### src/rtl/opll_bus_pkg.sv
// Shared definitions for the OPLL write sequencer: sequencer state encoding
// and the chip's default bus timing in XIN cycles.
package opll_bus_pkg;

   localparam int unsigned DEF_WR_PULSE  = 4;
   localparam int unsigned DEF_ADDR_WAIT = 12;
   localparam int unsigned DEF_DATA_WAIT = 84;

   typedef enum logic [2:0] {
      ST_IDLE      = 3'd0,
      ST_ADDR_WR   = 3'd1,
      ST_ADDR_WAIT = 3'd2,
      ST_DATA_WR   = 3'd3,
      ST_DATA_WAIT = 3'd4
   } wr_state_t;

   function automatic int unsigned max3(input int unsigned a, input int unsigned b,
                                        input int unsigned c);
      int unsigned m;
      m = (a > b) ? a : b;
      return (m > c) ? m : c;
   endfunction

endpackage

### src/rtl/opll_wr_fifo.sv
// Small synchronous FIFO holding {addr,data} register writes for the OPLL bus.
// Head is read combinationally; the consumer registers it on pop.
module opll_wr_fifo #(
   parameter int unsigned DEPTH = 4,
   parameter int unsigned WIDTH = 16
) (
   input  logic             clk,
   input  logic             reset,
   input  logic             i_push,
   input  logic [WIDTH-1:0] i_wdata,
   input  logic             i_pop,
   output logic [WIDTH-1:0] o_rdata,
   output logic             o_empty,
   output logic             o_full
);
   localparam int unsigned PTR_W = $clog2(DEPTH);
   localparam int unsigned CNT_W = PTR_W + 1;

   logic [WIDTH-1:0] r_mem [DEPTH];
   logic [PTR_W-1:0] r_wr_ptr;
   logic [PTR_W-1:0] r_rd_ptr;
   logic [CNT_W-1:0] r_count;
   logic             w_push_ok;
   logic             w_pop_ok;

   assign o_empty   = (r_count == '0);
   assign o_full    = (r_count == CNT_W'(DEPTH));
   assign w_push_ok = i_push & ~o_full;
   assign w_pop_ok  = i_pop & ~o_empty;
   assign o_rdata   = r_mem[r_rd_ptr];

   always_ff @(posedge clk) begin
      if (w_push_ok)
         r_mem[r_wr_ptr] <= i_wdata;
   end

   // Pointers are log2(DEPTH) wide, so natural overflow gives the modulo wrap.
   always_ff @(posedge clk) begin
      if (reset) begin
         r_wr_ptr <= '0;
         r_rd_ptr <= '0;
         r_count  <= '0;
      end else begin
         if (w_push_ok)
            r_wr_ptr <= r_wr_ptr + 1'b1;
         if (w_pop_ok)
            r_rd_ptr <= r_rd_ptr + 1'b1;
         case ({w_push_ok, w_pop_ok})
            2'b10:   r_count <= r_count + 1'b1;
            2'b01:   r_count <= r_count - 1'b1;
            default: r_count <= r_count;
         endcase
      end
   end

endmodule

### src/rtl/opll_write_sequencer.sv
// Queues host register writes and replays each one to the OPLL as an address
// strobe then a data strobe, honouring the chip's post-write busy times.
module opll_write_sequencer
   import opll_bus_pkg::*;
#(
   parameter int unsigned FIFO_DEPTH = 4,
   parameter int unsigned WR_PULSE   = DEF_WR_PULSE,
   parameter int unsigned ADDR_WAIT  = DEF_ADDR_WAIT,
   parameter int unsigned DATA_WAIT  = DEF_DATA_WAIT
) (
   input  logic       clk,
   input  logic       reset,
   input  logic       i_valid,
   output logic       o_ready,
   input  logic [7:0] i_addr,
   input  logic [7:0] i_data,
   output logic       o_cs_n,
   output logic       o_wr_n,
   output logic       o_a0,
   output logic [7:0] o_d,
   output logic       o_busy
);
   localparam int unsigned CNT_MAX = max3(WR_PULSE, ADDR_WAIT, DATA_WAIT);
   localparam int unsigned CNT_W   = $clog2(CNT_MAX + 1);
   localparam logic [CNT_W-1:0] LD_WR = CNT_W'(WR_PULSE - 1);
   localparam logic [CNT_W-1:0] LD_AW = CNT_W'(ADDR_WAIT - 1);
   localparam logic [CNT_W-1:0] LD_DW = CNT_W'(DATA_WAIT - 1);

   wr_state_t        r_state;
   logic [CNT_W-1:0] r_cnt;
   logic [7:0]       r_hold_data;
   logic             r_cs_n;
   logic             r_a0;
   logic [7:0]       r_d;

   logic             w_push;
   logic             w_pop;
   logic             w_empty;
   logic             w_full;
   logic [15:0]      w_head;
   logic             w_cnt_done;

   assign w_push     = i_valid & ~w_full;
   assign w_pop      = (r_state == ST_IDLE) & ~w_empty;
   assign w_cnt_done = (r_cnt == '0);

   opll_wr_fifo #(
      .DEPTH (FIFO_DEPTH),
      .WIDTH (16)
   ) u_fifo (
      .clk     (clk),
      .reset   (reset),
      .i_push  (w_push),
      .i_wdata ({i_addr, i_data}),
      .i_pop   (w_pop),
      .o_rdata (w_head),
      .o_empty (w_empty),
      .o_full  (w_full)
   );

   // Bus outputs are updated on the same edge as the state they belong to,
   // so each phase lasts exactly its load value + 1 cycles.
   always_ff @(posedge clk) begin
      if (reset) begin
         r_state     <= ST_IDLE;
         r_cnt       <= '0;
         r_hold_data <= 8'h00;
         r_cs_n      <= 1'b1;
         r_a0        <= 1'b0;
         r_d         <= 8'h00;
      end else begin
         case (r_state)
            ST_IDLE: begin
               if (!w_empty) begin
                  r_hold_data <= w_head[7:0];
                  r_state     <= ST_ADDR_WR;
                  r_cnt       <= LD_WR;
                  r_cs_n      <= 1'b0;
                  r_a0        <= 1'b0;
                  r_d         <= w_head[15:8];
               end
            end
            ST_ADDR_WR: begin
               if (w_cnt_done) begin
                  r_state <= ST_ADDR_WAIT;
                  r_cnt   <= LD_AW;
                  r_cs_n  <= 1'b1;
               end else begin
                  r_cnt <= r_cnt - 1'b1;
               end
            end
            ST_ADDR_WAIT: begin
               if (w_cnt_done) begin
                  r_state <= ST_DATA_WR;
                  r_cnt   <= LD_WR;
                  r_cs_n  <= 1'b0;
                  r_a0    <= 1'b1;
                  r_d     <= r_hold_data;
               end else begin
                  r_cnt <= r_cnt - 1'b1;
               end
            end
            ST_DATA_WR: begin
               if (w_cnt_done) begin
                  r_state <= ST_DATA_WAIT;
                  r_cnt   <= LD_DW;
                  r_cs_n  <= 1'b1;
               end else begin
                  r_cnt <= r_cnt - 1'b1;
               end
            end
            ST_DATA_WAIT: begin
               if (w_cnt_done)
                  r_state <= ST_IDLE;
               else
                  r_cnt <= r_cnt - 1'b1;
            end
            default: begin
               r_state <= ST_IDLE;
               r_cnt   <= '0;
               r_cs_n  <= 1'b1;
            end
         endcase
      end
   end

   // A single register drives both strobes so they can never disagree.
   assign o_cs_n  = r_cs_n;
   assign o_wr_n  = r_cs_n;
   assign o_a0    = r_a0;
   assign o_d     = r_d;
   assign o_ready = ~w_full;
   assign o_busy  = ~w_empty | (r_state != ST_IDLE);

endmodule

### config.mk
export PLATFORM = sky130hd
export DESIGN_NAME = opll_write_sequencer
export DESIGN_NICKNAME = d
export VERILOG_FILES = /design/src/rtl/opll_bus_pkg.sv /design/src/rtl/opll_wr_fifo.sv /design/src/rtl/opll_write_sequencer.sv
export SDC_FILE = /design/constraint.sdc
export NUM_CORES = 1
export LEC_CHECK = 0
export BUFFER_PORTS_ARGS = -buffer_cell sky130_fd_sc_hd__buf_2
export CAP_MARGIN = 20
export CORE_MARGIN = 2
export CORE_UTILIZATION = 40
export DETAILED_ROUTE_END_ITERATION = 12
export GPL_TIMING_DRIVEN = 0
export HOLD_SLACK_MARGIN = 0.08
export PLACE_DENSITY = 0.59
export SLEW_MARGIN = 20
export SYNTH_ARGS = -nofsm -noshare
export SYNTH_HDL_FRONTEND = slang
export SYNTH_SLANG_ARGS = --single-unit
### constraint.sdc
create_clock -name clk -period 6.85 [get_ports clk]
set_input_delay 0.685 -clock clk [delete_from_list [all_inputs] [get_ports clk]]
set_output_delay 0.685 -clock clk [all_outputs]
set_load 0.03 [all_outputs]
==> flow_metrics.env <==
export IMPL_rsz0062_at_grt="no"
export IMPL_drt_total_wl_mm=8.207
export IMPL_drc=0
export IMPL_cp_required_ns=7.15
export IMPL_nFillCells=911
export IMPL_ys_seq_elements=101
export IMPL_syn_area_per_cell_um2=13.54
export IMPL_grt_pass1_wl_mm=13.03
export IMPL_cts_tree="done"
export IMPL_min_to="o_a0"
export IMPL_drv_cap=0
export IMPL_min_period_over_period=0.4294
export IMPL_fmax_mhz=339.9
export IMPL_antenna_found_initial=0
export IMPL_skew_ns=0.008743
export IMPL_post_cts_resized=0
export IMPL_hpwlAfterDp_mm=5.357
export IMPL_gp_congestion=0.8154
export IMPL_synthTopCellsByCount="edfxtp_1 (64), dfxtp_1 (37), a21oi_1 (29), nand2_1 (24), mux4_2 (16)"
export IMPL_synth_ff_type="edfxtp_1"
export IMPL_yosysSeqAreaShare=0.6362
export IMPL_reg2reg_depth=11
export IMPL_clkPwrFrac=0.178
export IMPL_syn_to_final_growth_pct=12.26
export IMPL_grt_max_degree=20
export IMPL_antenna_left=0
export IMPL_cts_setup_buffers=0
export IMPL_synth_xor_area_share=0.01256
export IMPL_overflow=0
export IMPL_power_frac_comb=0.419
export IMPL_rrSetupSlack_ns=3.91
export IMPL_cts_made_buffers=9
export IMPL_synthArstFlopShare=0
export IMPL_synthMostInstantiatedCell="edfxtp_1"
export IMPL_yosys_area_share_adder=0.02511
export IMPL_startpoint_type="register"
export IMPL_setup_viol=0
export IMPL_syn_nets=335
export IMPL_avgViaCountPerCell=5.161
export IMPL_netlist_top_cell_by_area="edfxtp_1"
export IMPL_whs_path_depth=2
export IMPL_power_density_mw_per_mm2=441.3
export IMPL_p_seq_frac=0.403
export IMPL_hold_class="reg2reg"
export IMPL_synth_edf_count=64
export IMPL_worstSetupPathType="reg2reg"
export IMPL_drive_above_1_share=0.2141
export IMPL_ir_worst_vdd_mv=0.1889
export IMPL_hold_buffers=0
export IMPL_synth_simple_gate_area_frac=0.08610
export IMPL_hold_start="o_a0"
export IMPL_clk_latency_ns=0.37
export IMPL_die_h_um=106.3
export IMPL_leakage_nw=1.695
export IMPL_synth_cell_type_count=50
export IMPL_firstDrtPassIters=5
export IMPL_maxSlewViolCount=0
export IMPL_routed_via_count=2534
export IMPL_cts_htree_levels=3
export IMPL_yosysTopAreaCellShare=0.4592
export IMPL_avgRoutedWirePerCell_um=16.71
export IMPL_netSwitchingFraction=0.3954
export IMPL_syn_area_mm2=0.004185
export IMPL_status="complete, no violations"
export IMPL_ctsLongestPathBuffers=2
export IMPL_worst_slack_ns=3.908
export IMPL_clock_sinks=101
export IMPL_path_clk_slew_ns=0.11
export IMPL_pre_cts_slack_ns=3.959
export IMPL_power_w=0.002073
export IMPL_yosysWarnings=0
export IMPL_worstPathArrival_ns=3.24
export IMPL_finalCriticalPeriod_ns=2.942
export IMPL_path_max_fanout=10
export IMPL_coreArea_mm2=0.01023
export IMPL_synthCells=309
export IMPL_diodes=0
export IMPL_r2r_end="u_fifo.r_count[2]"
export IMPL_synth_compound_area_frac=0.09925
export IMPL_synth_top_family_by_area="multiplexers"
export IMPL_finalSetupTns_ns=0
export IMPL_slew_headroom=0.3954
export IMPL_p_int_w=0.001253
export IMPL_die_area_mm2=0.01130
export IMPL_io_pins=32
export IMPL_port_buffers=30
export IMPL_grt_pass1_vias=2532
export IMPL_start_util=0.4091
export IMPL_die_x_um=106.3
export IMPL_hold_viol_final=0
export IMPL_tightest_slew_ns=0.9069
export IMPL_endpoint_kind="register"
export IMPL_yosys_mux_area_fraction=0.1052
export IMPL_p_switching_w=0.0008198
export IMPL_root_buffer="clkbuf_8"
export IMPL_drt_iter0_drc=132
export IMPL_grt_total_usage=0.1523
export IMPL_nNetsFinal=376
export IMPL_synthTopCellsByArea="edfxtp_1 (46%), dfxtp_1 (18%), mux4_2 (8.6%)"
export IMPL_timing_rr_start="r_state[2]"
export IMPL_num_rows=37
-- sequential cells by signal, summed over array words and instances, names as in the netlist, named ones only --
name	flops
o_a0	1
o_cs_n	1
o_d	8
r_cnt	7
r_hold_data	8
r_state	3
u_fifo.r_count	3
u_fifo.r_mem	64
u_fifo.r_rd_ptr	2
u_fifo.r_wr_ptr	2
-- worst max-delay path, stage by stage (launching register included) --
cell and delay, ns:
dfxtp_1 0.35, clkbuf_1 0.23, nor3_1 0.30, nand2_1 0.28, inv_1 0.16, buf_2 0.25
ha_1 0.22, inv_1 0.07, fa_1 0.39, xor2_1 0.18, or3_1 0.31, a21oi_1 0.14
-- how the worst max path moves through the flow --
stage               start                 to  slack [ns]  cells after the start
6_report       r_state[2]  u_fifo.r_count[2]        3.91                     11
5_1_grt        r_state[2]  u_fifo.r_count[2]        3.71                     11
4_1_cts        r_state[2]  u_fifo.r_count[2]        3.91                     11
3_5_place_dp   r_state[2]  u_fifo.r_count[2]        3.96                     11
3_3_place_gp   r_state[2]  u_fifo.r_count[2]        4.04                     11
2_1_floorplan  r_state[2]  u_fifo.r_count[2]        4.39                     11
-- logic make-up after synthesis --
logic type | after synthesis
AOI/OAI and AO/OA | 64
DFF | 101
adders and majority gates | 8
xor gates and xnor gates | 6
buffers and inverters | 34
and+or+nand+nor | 72
muxes | 24
-- power by group through the flow --
stage | Clock [W] | Sequential [W] | Combinational [W]
6_report | 0.000369 | 0.000836 | 0.000869
4_1_cts | 0.000377 | 0.000836 | 0.000876
5_1_grt | 0.000402 | 0.000850 | 0.000960
2_1_floorplan | 0 | 0.000875 | 0.000627
3_5_place_dp | 0 | 0.000850 | 0.000875
3_3_place_gp | 0 | 0.000845 | 0.000859
-- final cells by class --
cell class / count / area (µm²) / area share
Tap cell: 136 / 170.2 / 0.03622
Inverter: 14 / 52.55 / 0.01119
Clock inverter: 7 / 68.82 / 0.01465
Sequential cell: 101 / 2663 / 0.5667
Clock buffer: 9 / 123.9 / 0.02636
Buffer: 20 / 96.34 / 0.02051
Multi-Input combinational cell: 174 / 1374 / 0.2924
Timing Repair Buffer: 30 / 150.1 / 0.03196
-- metal layers --
layer	GRT usage	vias up	wire [µm]
li1	-	1238	-
met1	0.2013	1234	3843
met2	0.2509	54	3973
met3	0.04047	8	316
met4	0.03759	0	74
met5	0	-	0
-- layout by cell type (no fill, tap or decap), types with 2 or more instances in the layout --
cell / instances
a211oi_1: 2
nand3_1: 3
buf_4: 2
buf_2: 34
o21ai_0: 5
nor2_1: 15
inv_8: 2
mux4_2: 16
mux2i_1: 8
dfxtp_1: 37
nand2b_1: 3
clkinv_4: 2
a31oi_1: 3
a21boi_0: 2
nand2_1: 24
a21oi_1: 29
nor3_1: 6
clkbuf_8: 9
or3b_2: 2
clkbuf_1: 10
or3_1: 5
a311oi_1: 8
buf_1: 2
xor2_1: 4
and3_1: 5
edfxtp_1: 64
ha_1: 6
inv_1: 14
xnor2_1: 2
or4_1: 2
o31ai_1: 4
-- metrics by stage --
step	cells	util	hold slack (ns)	cell area, µm²
after floorplan	309	-	0.4357	4185
after global placement	475	0.4404	0.4447	4506
after detailed placement	475	0.4404	0.4478	4506
after CTS	491	0.4592	0.4648	4698
after global routing	491	0.4592	0.4852	4698
final	491	0.4592	0.4603	4698
(Power assumes the default switching activity.)
